## config.mk

```make
export PLATFORM = sky130hd
export DESIGN_NAME = branch_predict_unit
export DESIGN_NICKNAME = d
export VERILOG_FILES = /design/src/rtl/branch_predict_unit.sv
export SDC_FILE = /design/constraint.sdc
export NUM_CORES = 2
export LEC_CHECK = 0
export BUFFER_PORTS_ARGS = -buffer_cell sky130_fd_sc_hd__buf_2
export CELL_PAD_IN_SITES_DETAIL_PLACEMENT = 0
export CELL_PAD_IN_SITES_GLOBAL_PLACEMENT = 2
export CORE_UTILIZATION = 39
export DETAILED_ROUTE_END_ITERATION = 10
export HOLD_SLACK_MARGIN = 0.08
export PLACE_DENSITY_LB_ADDON = 0.1
export SKIP_CTS_REPAIR_TIMING = 1
export SLEW_MARGIN = 10
export SYNTH_ARGS = -nofsm -noshare
export SYNTH_HDL_FRONTEND = slang
export SYNTH_SLANG_ARGS = --single-unit
```

## constraint.sdc

```tcl
create_clock -name clk -period 6.3 [get_ports clk]
set_input_delay 0 -clock clk [delete_from_list [all_inputs] [get_ports clk]]
set_output_delay 0 -clock clk [all_outputs]
set_load 0.03 [all_outputs]
```

## src/rtl/branch_predict_unit.sv

```systemverilog
// Fetch-side branch predictor: direct-mapped BTB with 2-bit counters,
// trained by resolved outcomes, with a flush/redirect FSM on mispredict.
module branch_predict_unit #(
  parameter int IDX_BITS     = 4,
  parameter int FLUSH_CYCLES = 2
) (
  input  logic        clk,
  input  logic        rst,
  input  logic [31:0] fetch_pc,
  output logic        pred_taken,
  output logic [31:0] pred_target,
  input  logic        resolve_valid,
  input  logic [31:0] resolve_pc,
  input  logic        resolve_taken,
  input  logic [31:0] resolve_target,
  input  logic        resolve_pred_taken,
  input  logic [31:0] resolve_pred_target,
  output logic        flush,
  output logic        redirect_valid,
  output logic [31:0] redirect_pc,
  output logic [31:0] mispredict_cnt
);

  localparam int ENTRIES = 1 << IDX_BITS;
  localparam int TAG_W   = 30 - IDX_BITS;
  localparam int CW      = (FLUSH_CYCLES > 1) ? $clog2(FLUSH_CYCLES) : 1;
  localparam logic [CW-1:0] FC_LAST = CW'(FLUSH_CYCLES - 1);

  typedef enum logic {IDLE, FLUSH} state_e;

  state_e            state_q, state_d;
  logic [CW-1:0]     fcnt_q, fcnt_d;
  logic [31:0]       rpc_q, rpc_d;
  logic [31:0]       mcnt_q, mcnt_d;

  logic              valid_q [ENTRIES];
  logic              valid_d [ENTRIES];
  logic [TAG_W-1:0]  tag_q   [ENTRIES];
  logic [TAG_W-1:0]  tag_d   [ENTRIES];
  logic [31:0]       tgt_q   [ENTRIES];
  logic [31:0]       tgt_d   [ENTRIES];
  logic [1:0]        ctr_q   [ENTRIES];
  logic [1:0]        ctr_d   [ENTRIES];

  logic [IDX_BITS-1:0] f_idx, r_idx;
  logic [TAG_W-1:0]    f_tag, r_tag;
  logic                f_hit, r_hit;
  logic                accept, mispredict;

  assign f_idx = fetch_pc[IDX_BITS+1:2];
  assign f_tag = fetch_pc[31:IDX_BITS+2];
  assign r_idx = resolve_pc[IDX_BITS+1:2];
  assign r_tag = resolve_pc[31:IDX_BITS+2];

  assign f_hit = valid_q[f_idx] && (tag_q[f_idx] == f_tag);
  assign r_hit = valid_q[r_idx] && (tag_q[r_idx] == r_tag);

  // Lookup reads the registered table only: no same-cycle bypass.
  assign pred_taken  = !rst && f_hit && ctr_q[f_idx][1];
  assign pred_target = pred_taken ? tgt_q[f_idx] : fetch_pc + 32'd4;

  // Resolves arriving while flushing are wrong-path and ignored.
  assign accept     = resolve_valid && (state_q == IDLE);
  assign mispredict = accept &&
                      ((resolve_taken != resolve_pred_taken) ||
                       (resolve_taken &&
                        (resolve_target != resolve_pred_target)));

  assign flush          = (state_q == FLUSH);
  assign redirect_valid = flush && (fcnt_q == '0);
  assign redirect_pc    = rpc_q;
  assign mispredict_cnt = mcnt_q;

  always_comb begin
    valid_d = valid_q;
    tag_d   = tag_q;
    tgt_d   = tgt_q;
    ctr_d   = ctr_q;
    if (accept) begin
      unique case (1'b1)
        r_hit && resolve_taken: begin
          if (ctr_q[r_idx] != 2'b11) ctr_d[r_idx] = ctr_q[r_idx] + 2'd1;
          tgt_d[r_idx] = resolve_target;
        end
        r_hit && !resolve_taken: begin
          if (ctr_q[r_idx] != 2'b00) ctr_d[r_idx] = ctr_q[r_idx] - 2'd1;
        end
        !r_hit && resolve_taken: begin
          valid_d[r_idx] = 1'b1;
          tag_d[r_idx]   = r_tag;
          tgt_d[r_idx]   = resolve_target;
          ctr_d[r_idx]   = 2'b10;
        end
        default: ;
      endcase
    end
  end

  always_comb begin
    state_d = state_q;
    fcnt_d  = fcnt_q;
    rpc_d   = rpc_q;
    mcnt_d  = mcnt_q;
    unique case (state_q)
      IDLE: begin
        if (mispredict) begin
          state_d = FLUSH;
          fcnt_d  = '0;
          rpc_d   = resolve_taken ? resolve_target : resolve_pc + 32'd4;
          mcnt_d  = mcnt_q + 32'd1;
        end
      end
      FLUSH: begin
        if (fcnt_q == FC_LAST) state_d = IDLE;
        else                   fcnt_d  = fcnt_q + CW'(1);
      end
      default: state_d = IDLE;
    endcase
  end

  always_ff @(posedge clk) begin
    if (rst) begin
      state_q <= IDLE;
      fcnt_q  <= '0;
      rpc_q   <= '0;
      mcnt_q  <= '0;
      for (int i = 0; i < ENTRIES; i++) begin
        valid_q[i] <= 1'b0;
        tag_q[i]   <= '0;
        tgt_q[i]   <= '0;
        ctr_q[i]   <= 2'b00;
      end
    end else begin
      state_q <= state_d;
      fcnt_q  <= fcnt_d;
      rpc_q   <= rpc_d;
      mcnt_q  <= mcnt_d;
      valid_q <= valid_d;
      tag_q   <= tag_d;
      tgt_q   <= tgt_d;
      ctr_q   <= ctr_d;
    end
  end

endmodule

```

==> out/metrics.csv <==
metric;value;unit
Starting Density;39.5;%
crit path launch type;input pin;
fmax;183;MHz
via/cell ratio;5.75;
cts bufs inserted;121;
WP data required;6.99;ns
CP peak stage delay;0.81;ns
grt total ovfl;0;
setup_tns;0;ns
Core Box Area;0.128;mm2
port buffer count;231;
R2R depth;14;
Area contributors post-synth;dfxtp_1 41%, mux4_2 17%, nand2_1 15%;
setup repair after global routing missed its margin;false;
Rows;131;
main flop type after synthesis;dfxtp_1;
IO Count;232;
Yosys cell types;71;
HP Class;in2reg;
RR Startpoint;tag_q[19];
initial antenna violation count;9;
clk_skew;0.0212;ns
status;completed;
worst hold slack;0.0887;ns
max-cap violation count;0;
Routed WL;214;mm
Die Ht;362;um
CTS clk-pin slew, worst paths;0.06;ns
Post-synth EDFFs;0;
vias in the first global route;41172;
total track usage;32.0;%
clock power share;48.0;%
share of the synthesized area in the top cell type;41.3;%
NumNets Final;5977;
CTS tree;yes;
sequential fraction of design power;43.5;%
Pre-antenna DRT Iters;6;
DR vias;44073;
CP Capture Type;flip-flop;
post-detail-place hpwl;131;mm
R2R Setup Slk;1.15;ns
worst-margin pin slew;1.16;ns
layout cells sized above 1;17.9;%
DRT antenna net count;0;
post-route DRC violation count;0;
count leader, synth;nand2_1;
Switching Share;26.3;%
Arr. time, crit path;6.16;ns
min cycle time layout;5.47;ns
Switch Pwr;4040;uW
DRC violation total after the first TritonRoute iteration;4464;
Gate power share;8.6;%
crit path cell chain;dlygate4sd3_1 -> clkbuf_8 -> buf_12 -> buf_4 -> mux4_2 -> mux4_2 -> xnor2_1 -> nand4_1 -> nor4_1 -> nand2_1 -> ha_1 -> a21oi_1 -> and3_1 -> buf_4 -> o21ai_0 -> nor2_1 -> a22oi_1 -> nor2_1;
Hold Vio Cnt, Final;0;
worst relative slew slack;22.1;%
period utilization;86.9;%
maximum vdd drop;0.000239;V
count of final setup violators;0;
Worst-Skew Late Latency;0.76;ns
critical path type;in2reg;
hold path cells;5;
diode count;0;
worst-path fanout max;36;
H-tree Lvls;3;
Int Power;11300;uW
reg2reg end;ctr_q[8];
top post-synthesis cells by count;1998 x nand2_1, 1042 x dfxtp_1, 970 x a21oi_1, 477 x clkbuf_1, 382 x mux4_2;
Fillers;12416;
static leakage;0.0192;uW
Bufs on Longest Clock Path;3;
Wirelength per Cell;27.9;um
first-pass GRT wire length;305;mm
setup slack after layout;0.828;ns
YS warnings;0;
leading area contributor after synthesis;dfxtp_1;
syn avg cell area;8.67;um2
die width;362;um
Cells after Synth;5827;
pwr/cell area;265;mW/mm2
Sink Count;1042;
Area Growth Syn to Fin;14.9;%
max-slew violations;0;
syn_nets;5972;
largest net degree at the start of global routing;187;
async set or reset register ratio after synthesis;0;%
Seq cells post-synth;1042;
die footprint;0.131;mm2
hold path start;resolve_pred_taken;
Root Buffer;clkbuf_16;
Worst path slowest cell;nor2_1;
Hold Path Sink;flush;
dpl ws;0.730;ns
register area share after synthesis;41.3;%
Placer Congestion;0.896;
Netlist Area Pre-Place;0.0505;mm2
[worst max-delay path by stage]
stage | from | cells past startpoint | slack, ns | end
2_1_floorplan | resolve_pc[2] | 19 | 1.80 | ctr_q[17]
3_3_place_gp | resolve_pc[2] | 17 | 0.83 | ctr_q[24]
4_1_cts | tag_q[19] | 14 | 1.29 | ctr_q[16]
3_5_place_dp | resolve_pc[2] | 17 | 0.73 | ctr_q[28]
6_report | resolve_pc[2] | 18 | 0.83 | ctr_q[8]
5_1_grt | resolve_pc[2] | 18 | 0.62 | ctr_q[6]
[routing by layer]
metal  routed length (um)  GRT usage [%]  vias up  share of wire [%]
met4                 8500           12.2        8                4.0
met5                   58              0        -              0.027
met2               102000           52.5     1688                 48
li1                     -              -    20015                  -
met1                88800           42.1    21968                 41
met3                14300           5.20      394                6.7
[power groups by stage]
stage                     Sequential, uW  Combinational (uW)  Clock (uW)
after floorplan                     6850                 743           0
final                               6680                1320        7380
after CTS                           6680                1280        7480
after global placement              6820                1270           0
after detailed placement            6830                1270           0
after global routing                6680                1370        7750
[sequential cells by signal, summed over array words and instances, names as in the netlist]
| name | flops |
|---|---|
| redirect_pc | 32 |
| mispredict_cnt | 32 |
| valid_q | 16 |
| flush | 1 |
| fcnt_q | 1 |
| tgt_q | 512 |
| tag_q | 416 |
| ctr_q | 32 |
[critical path, delay by kind of cell]
| family | cells | cell delay, ns |
|---|---|---|
| xor+xnor | 1 | 0.26 |
| compound gates | 3 | 0.44 |
| buf+inv | 5 | 1.75 |
| mux | 2 | 1.05 |
| fa+ha+maj | 1 | 0.28 |
| simple gates | 6 | 2.22 |
[cell type report]
| cell class | instances | area, um2 | area share (%) |
|---|---|---|---|
| well taps | 1729 | 2160 | 3.73 |
| repair buffers | 442 | 3210 | 5.53 |
| clock buffers | 185 | 3640 | 6.27 |
| flip-flops and latches | 1042 | 20900 | 35.9 |
| clock inverters | 40 | 507 | 0.873 |
| multi-input cells | 4204 | 27600 | 47.6 |
| inverters | 21 | 78.8 | 0.136 |
[cells by family after synthesis]
kind of cell    after synthesis  synth area share (%)
xor+xnor                    164                  2.84
mux                         520                  20.3
compound gates             1134                  11.9
fa+ha+maj                    12                 0.297
simple gates               2374                  18.6
flops                      1042                  41.3
buf+inv                     581                  4.70
[placed cells by master (no fill, tap or decap), types with 29 or more instances in the layout]
cell           count
a21oi_1          970
buf_2            223
buf_4            127
clkbuf_16        121
clkbuf_8          38
dfxtp_1         1042
dlygate4sd3_1     66
mux2_4            29
mux2i_1           98
mux4_2           382
nand2_1         1970
nand3_1           49
nand4_1           37
nor2_1           146
o21ai_0           57
xnor2_1          116
xor2_1            48
[metrics by stage]
| step | area, um2 | total power (uW) | std cells | utilization [%] |
|---|---|---|---|---|
| finish | 58100 | 15400 | 7663 | 45.4 |
| global route | 58100 | 15800 | 7663 | 45.4 |
| CTS | 57400 | 15400 | 7597 | 44.9 |
| detailed placement | 53300 | 8100 | 7372 | 41.6 |
| global placement | 53300 | 8100 | 7372 | 41.6 |
| floorplan | 50500 | 7590 | 5827 | - |
Power figures use the tool's default switching activity.
